`src/rtl/edge_detector_controller.sv`:
```
// edge_detector_controller: sequences one frame through load, 3x3 convolve and stream-out,
// decoding datapath strobes from the current state and handshake inputs.
module edge_detector_controller #(
    parameter int FRAME_CNT_W   = 16,
    parameter int CALC_CYCLES_W = 20
) (
    input  logic                     clk_i,
    input  logic                     rst_i,
    input  logic                     start_i,
    input  logic                     pixValid_i,
    output logic                     pixReady_o,
    output logic                     outValid_o,
    input  logic                     outReady_i,
    output logic                     busy_o,
    output logic                     done_o,
    input  logic                     inputRecieved_i,
    input  logic                     kernelResReady_i,
    input  logic                     imageProcessed_i,
    output logic                     cntrInputClear_o,
    output logic                     cntrKernelClear_o,
    output logic                     cntrMemGclear_o,
    output logic                     memGclear_o,
    output logic                     memImgWr_o,
    output logic                     cntrInputInc_o,
    output logic                     saveImgOrCalculate_o,
    output logic                     cntrKernelInc_o,
    output logic                     memGwr_o,
    output logic                     cntrMemGinc_o,
    output logic [FRAME_CNT_W-1:0]   frameCount_o,
    output logic [CALC_CYCLES_W-1:0] calcCycles_o
);
    typedef enum logic [2:0] {IDLE, CLEAR, LOAD, CALC, OUTPUT} state_t;
    state_t state;
    logic in_clear, in_load, in_calc, in_out;
    assign in_clear = state == CLEAR;
    assign in_load  = state == LOAD;
    assign in_calc  = state == CALC;
    assign in_out   = state == OUTPUT;
    always_ff @(posedge clk_i) begin
        if (rst_i) begin
            state        <= IDLE;
            frameCount_o <= '0;
            calcCycles_o <= '0;
        end else begin
            case (state)
                IDLE:   if (start_i) state <= CLEAR;
                CLEAR: begin
                    calcCycles_o <= '0;
                    state        <= LOAD;
                end
                LOAD:   if (pixValid_i && inputRecieved_i) state <= CALC;
                CALC: begin
                    if (~&calcCycles_o) calcCycles_o <= calcCycles_o + CALC_CYCLES_W'(1);
                    if (kernelResReady_i && imageProcessed_i) state <= OUTPUT;
                end
                OUTPUT: if (outReady_i && imageProcessed_i) begin
                    frameCount_o <= frameCount_o + FRAME_CNT_W'(1);
                    state        <= IDLE;
                end
                default: state <= IDLE;
            endcase
        end
    end
    assign busy_o               = in_clear || in_load || in_calc || in_out;
    assign pixReady_o           = in_load;
    assign outValid_o           = in_out;
    assign done_o               = in_out && outReady_i && imageProcessed_i;
    assign cntrInputClear_o     = in_clear;
    assign cntrKernelClear_o    = in_clear;
    assign cntrMemGclear_o      = in_clear;
    assign memGclear_o          = in_clear;
    assign memImgWr_o           = in_load && pixValid_i;
    assign cntrInputInc_o       = in_load && pixValid_i;
    assign saveImgOrCalculate_o = in_calc;
    assign cntrKernelInc_o      = in_calc;
    assign memGwr_o             = in_calc;
    // G counter steps once per finished kernel in CALC, once per accepted pixel in OUTPUT
    assign cntrMemGinc_o        = (in_calc && kernelResReady_i) || (in_out && outReady_i);
endmodule

```
`config.mk`:
```
export PLATFORM = sky130hd
export DESIGN_NAME = edge_detector_controller
export DESIGN_NICKNAME = d
export VERILOG_FILES = /design/src/rtl/edge_detector_controller.sv
export SDC_FILE = /design/constraint.sdc
export NUM_CORES = 1
export LEC_CHECK = 0
export CORE_MARGIN = 2
export CORE_UTILIZATION = 44
export DETAILED_ROUTE_END_ITERATION = 10
export GPL_TIMING_DRIVEN = 0
export PLACE_DENSITY = 0.76
export RECOVER_POWER = 100
export SLEW_MARGIN = 0
export SYNTH_ARGS = -nofsm -noshare
export SYNTH_HDL_FRONTEND = slang
export SYNTH_SLANG_ARGS = --single-unit
```
`constraint.sdc`:
```
create_clock -name clk_i -period 1.75 [get_ports clk_i]
set_input_delay 0.35 -clock clk_i [delete_from_list [all_inputs] [get_ports clk_i]]
set_output_delay 0.35 -clock clk_i [all_outputs]
set_load 0.02 [all_outputs]
```
==> impl_results.md, run 1 <==
* PwrDens at approximately 690 nW/µm²
* Routed WL per cell at roughly 16 µm
* Core area at between 4000 and 5000 µm²
* Post-DP HPWL at roughly 4.1 mm
* Net Switching at between 0.7 and 0.8 mW
* Post-synthesis xor/xnor area fraction at 0.0472
* Initial Util at 0.465
* Pint at between 1 and 1.5 mW
* DR DRC count at 0
* Critical-path maximum fanout at 5
* Longest Clk Path Bufs at 2
* Synth cell types at 53
* Reg clk slew, reported paths at about 0.08 ns
* Vias per cell at about 5.7
* IO Port Bufs at 57
* HP Class: reg -> reg
* GPL Wtd Cong at 0.823
* Skew-Pair Late Insertion Delay at between 0.3 and 0.4 ns
* H-Tree Depth at 2
* Total CTS buffers at 5
* Total Die Area at ~5600 µm²
* Most frequent cell after synthesis: dfxtp_1
* I/O Pins at 58
* Run status: finished with violations
* Leakage power at about 1.1 nW
* Power share of the combinational group at 0.306
* Clock power frac at 0.281
* Post-synth top area share at 0.351
* Complex-gate fraction of the synthesized area at 0.189
* Syn nets at 274
* Final Skew at 0.00603 ns
* Post-route ant nets at 0
* CTS Hold Bufs at 0
* Async SR Flop Fraction at 0
* Critical Path RT at around 1.4 ns
* Violated checks: setup timing
* Maximum VDD drop at between 400 and 500 µV
* Largest net degree at the start of global routing at 13
* Synthesis Warnings at 0
* Crit end category: output pin
* Period minus WS final at between 1.5 and 2 ns
* Final setup margin at -0.0416 ns
* Largest family of logic cells by synthesized area: simple AND/OR/NAND/NOR gates
* Total track usage at 0.232
* Final hold vios at 0
* Via Count at approximately 2400
* Gr ovfl total at 0
* CP cell instances: buf_6, buf_8, nor3b_4, and2_4, buf_6, buf_6
* DR iter-0 viols at approximately 180
* Simple-Gate Fraction of Synth Area at 0.311
* Yosys top cell by area: dfxtp_1
* Fin crit share at 1.02
* Slowest-stage cell, CP: dfxtp_2
* Final #Nets at 359
* Vias in the first global route at between 2000 and 2500
* CP arrival at approximately 1.4 ns
* Seq/Total Area, Yosys at 0.351
* Slew HR at 0.522
* Clock root cell: clkbuf_8
* Die width at between 70 and 80 µm
* First-pass GRT wire length at 10.0 mm
* Number of max-cap violations at 0
* Initial antenna violation count at 0
* Worst Setup Start Kind: flip-flop
* Clock Sinks at 39
* Sw frac at 0.334
* Area grow syn2layout at 46.7%
* Syn Inst Count at about 260
* Post-synthesis adder-cell area fraction at 0.0112
* N_diodes at 0
* Setup TNS at -0.0654 ns
* Top post-synthesis cells by area: dfxtp_1, nand2_1, a21oi_1
* RSZ-0062 raised after global routing: yes
* Post-synth EDFFs at 0
* DR pass1 iterations at 4
* Mapped Avg Cell Area at 8.43 µm²
* Worst path most repeated cell: buf_6
* Fillers at approximately 400
* CTS tree: yes
* Seq pwr share at 0.413
* DRT Wirelength at around 6.6 mm
* Syn Std Cell Area at between 2000 and 2500 µm²
* Final core occ at 0.682
* Slowest Stage Delay on Critical Path at ~0.35 ns
* Crit Path Class: reg -> out
* Most instantiated cells after synthesis: dfxtp_1, nand2_1, nor2_1
* Fmax at about 560 MHz
* Yosys reg bits at 39
* Fraction of layout cells with a size suffix above 1 at 0.323
* Slew Limit Fails at 0
* # setup viols final at 2
* Site row count at 25
* Worst-margin pin slew at about 0.7 ns
* Most used DFF post-synth: dfxtp_1
* Multiplexer share of the synthesized area at 0.0141
* Die height at roughly 75 µm
## worst max-delay path: cells and delay by family, from the launching register on
kind	cells	cell delay (ns)
simple gates	2	0.37
buf+inv	4	0.42
flops	1	0.35
## placed cells by master, fill, tap and decap left out, types with 6 or more instances in the layout
master and count:
a21oi_1 14, buf_4 27, buf_6 16, clkbuf_1 11, clkbuf_2 6, clkdlybuf4s50_1 30, dfxtp_1 26, dfxtp_2 8
dlygate4sd2_1 7, nand2_1 23, nand3_1 14, nand4_1 9, nor2_1 19, nor3_1 11, nor3_2 7, o21ai_0 11
or3_1 6, xnor2_1 8
## cells by family after synthesis
logic type,Yosys count
and+or+nand+nor,126
AOI/OAI and AO/OA,55
DFF,39
buffers and inverters,27
xor gates and xnor gates,12
muxes,3
adders and majority gates,2
## worst paths after layout
kind,from,cells after the start,end,slack (ns)
worst max-delay path,state[1],6,memImgWr_o,-0.04
worst min-delay path,calcCycles_o[7],1,calcCycles_o[7],0.48
worst max register to register,calcCycles_o[0],6,calcCycles_o[18],0.02
worst min register to register,calcCycles_o[7],1,calcCycles_o[7],0.48
## power groups by stage
stage | clock network, mW | logic [mW] | registers [mW]
finish | 0.630 | 0.686 | 0.924
global route | 0.669 | 0.731 | 0.926
CTS | 0.636 | 0.625 | 0.925
detailed placement | 0 | 0.565 | 0.941
global placement | 0 | 0.559 | 0.941
floorplan | 0 | 0.376 | 0.941
## repair_timing
item,CTS,global route
pin swaps,5,9
cloned,2,0
hold endpoints to repair,0,0
buffers inserted,11,11
endpoints found under the setup margin,39,45
resized for setup,80,50
## per-layer routing
metal | wire, µm | vias up | share of wire | GRT usage
met3 | 514 | 22 | 0.078 | 0.0509
met5 | 0 | - | 0 | 0
li1 | - | 1134 | - | -
met1 | 2670 | 1124 | 0.40 | 0.288
met2 | 3260 | 104 | 0.49 | 0.385
met4 | 189 | 0 | 0.029 | 0.107
## registers in the layout (all words and copies together) (netlist names)
| name | cells |
|---|---|
| calcCycles_o | 20 |
| frameCount_o | 16 |
| state | 3 |
## final cells by class
cell class,count,area (µm²),area share
plain buffers,20,173,0.0529
clock buffers,6,72.6,0.0222
well taps,67,83.8,0.0257
flip-flops and latches,39,810,0.248
repair buffers,81,679,0.208
multi-input cells,198,1420,0.435
inverters,4,15.0,0.00460
clock inverters,2,12.5,0.00383
## through the flow
step / std cells / power (mW) / setup slack [ns] / cell area (µm²) / hold WS (ns)
floorplan: 264 / 1.32 / 0.000263 / 2280 / 0.549
global placement: 388 / 1.50 / -0.535 / 2930 / 0.486
detailed placement: 388 / 1.51 / -0.537 / 2930 / 0.495
CTS: 407 / 2.18 / -0.00263 / 3140 / 0.514
global route: 417 / 2.33 / -0.0716 / 3270 / 0.509
finish: 417 / 2.24 / -0.0416 / 3270 / 0.485
(Power assumes the default switching activity.)
==> inputs of run 2 (changes only) <==
--- a/config.mk
+++ b/config.mk
@@ -5,12 +5,11 @@
 export SDC_FILE = /design/constraint.sdc
 export NUM_CORES = 1
 export LEC_CHECK = 0
-export CORE_MARGIN = 2
 export CORE_UTILIZATION = 44
+export CTS_CLUSTER_SIZE = 12
 export DETAILED_ROUTE_END_ITERATION = 10
 export GPL_TIMING_DRIVEN = 0
 export PLACE_DENSITY = 0.76
-export RECOVER_POWER = 100
 export SLEW_MARGIN = 0
 export SYNTH_ARGS = -nofsm -noshare
 export SYNTH_HDL_FRONTEND = slang
==> run 2 against run 1 <==
- the run still ends with setup timing left
- total power is 7.9% higher
- critical path type unchanged
- largest cell class unchanged
- sequential power about the same
- worst setup slack improved by 0.024 ns
- fmax grew 1.4%
- clock power is 22% higher
- critical path depth did not move
- first-iteration DRC count down 12%
- worst hold slack improved by 0.020 ns
- non-clock buffer count increased by 6
- cell area up 3.5%
==> impl_results.md, run 2 (synthesized netlist as in run 1, its figures left out) <==
* Dpl ws at -0.523 ns
* # setup viols final at 2
* Vias in the first global route at between 2000 and 2500
* PnR Total Power at about 2.4 mW
* Die height at roughly 73 µm
* Final #Nets at 365
* Critical Path RT at roughly 1.4 ns
* Die width at roughly 73 µm
* IO Port Bufs at 57
* H-Tree Depth at 2
* Vias per cell at between 5 and 6
* Run status: finished with violations
* Crit end category: output pin
* WHS at between 0.5 and 0.6 ns
* Worst Setup Start Kind: flip-flop
* Area grow syn2layout at 51.8%
* Via Count at ~2400
* CTS Hold Bufs at 0
* Post-DP HPWL at just over 4 mm
* Fmax at between 500 and 600 MHz
* Final Skew at approximately 0.007 ns
* Reg clk slew, reported paths at about 0.08 ns
* CP cell instances: buf_6, buf_12, nor3b_4, and2_4, buf_6, buf_6
* Initial antenna violation count at 0
* Critical-path maximum fanout at 7
* Worst path most repeated cell: buf_6
* Crit path buf inv count at 4
* RSZ-0062 raised after global routing: yes
* Fillers at around 370
* N_diodes at 0
* Gr ovfl total at 0
* Worst-margin pin slew at between 0.8 and 0.9 ns
* I/O Pins at 58
* Longest Clk Path Bufs at 2
* Violated checks: setup timing
* Largest net degree at the start of global routing at 14
* CP arrival at 1.42 ns
* HP Class: reg -> reg
* DRT Wirelength at around 6.4 mm
* Critical path depth at 6
* DR iter-0 viols at about 160
* Initial Util at 0.465
* Fraction of layout cells with a size suffix above 1 at 0.337
* Routed WL per cell at between 15 and 20 µm
* Final hold vios at 0
* Max FFs per register at 20
* Post-route ant nets at 0
* WHS Path Cells at 1
* DR DRC count at 0
* First-pass GRT wire length at 10.1 mm
* Final setup margin at -0.0172 ns
* Total Die Area at approximately 5300 µm²
* CTS tree: yes
* Largest regs: calcCycles_o x20, frameCount_o x16, state x3
* Slew Limit Fails at 0
* CP delay by family, top: buffers and inverters
* GPL Wtd Cong at about 0.8
* Skew-Pair Late Insertion Delay at 0.30 ns
* Clock root cell: clkbuf_8
* R2R cell count at 7
* Number of max-cap violations at 0
* Slew HR at 0.461
* Period minus WS final at 1.77 ns
* Most common cell after layout, fill and taps aside: buf_4
* Site row count at 25
* Leakage power at 1.32 nW
* PwrDens at 715 nW/µm²
* Fin crit share at 1.01
* Slowest-stage cell, CP: dfxtp_2
* Crit Path Class: reg -> out
* Total track usage at 0.245
* Most frequent cells in the layout: buf_4, clkdlybuf4s50_1, dfxtp_1
* Maximum VDD drop at 478 µV
* Slowest Stage Delay on Critical Path at roughly 0.32 ns
* Core area at approximately 4800 µm²
* Total CTS buffers at 5
* Largest Register: calcCycles_o
* Clock Sinks at 39
* DR pass1 iterations at 5
[run 2: cell count changes in the layout (fill, tap and decap cells not counted), moves of 2 or more]
cell,previous run,this run
clkbuf_1,11,2
buf_4,27,34
dlymetal6s2s_1,0,6
buf_2,2,6
buf_6,16,14
clkbuf_4,2,0
dfxtp_4,5,3
nand3_2,0,2
nor3_1,11,13
nor3_2,7,5
[run 2: area by class of cell]
cell class | count | area (µm²) | area share
clock buffer | 5 | 68.8 | 0.0204
clock inverter | 3 | 43.8 | 0.0130
tap | 67 | 83.8 | 0.0248
sequential | 39 | 803 | 0.238
multi-input combinational | 198 | 1400 | 0.415
inverter | 4 | 15.0 | 0.00444
buffer | 21 | 188 | 0.0555
timing repair buffer | 86 | 776 | 0.230
[run 2: path summary, 6_finish.rpt]
path	start	end	slack (ns)
worst max-delay path	state[2]	memImgWr_o	-0.02
worst min-delay path	calcCycles_o[7]	calcCycles_o[7]	0.51
worst max register to register	calcCycles_o[0]	calcCycles_o[5]	0.03
worst min register to register	calcCycles_o[7]	calcCycles_o[7]	0.51
[run 2: metrics by stage]
stage | TNS (ns) | util | std cells | cell area, µm²
finish | -0.0237 | 0.706 | 423 | 3380
global route | -0.279 | 0.706 | 423 | 3380
CTS | -0.0290 | 0.676 | 415 | 3240
detailed placement | -13.59 | 0.613 | 388 | 2930
global placement | -13.24 | 0.613 | 388 | 2930
floorplan | 0 | - | 264 | 2280
[run 2: repair_timing]
item,CTS,global route
setup buffers,19,8
gates cloned,2,0
pin swaps,6,8
endpoints found under the setup margin,41,48
gates resized for setup,84,42
[run 2: per-layer routing]
layer | wire (µm) | up-vias | GRT usage
met5 | 0 | - | 0
met1 | 2670 | 1136 | 0.297
li1 | - | 1150 | -
met3 | 415 | 17 | 0.0470
met2 | 3170 | 100 | 0.410
met4 | 168 | 0 | 0.129
[run 2: power by group]
group	leakage, nW	switching, mW	total (mW)	internal, mW
combinational	0.939	0.380	0.720	0.340
sequential	0.321	0.0244	0.926	0.902
clock	0.0581	0.347	0.771	0.425
total	1.32	0.751	2.42	1.67
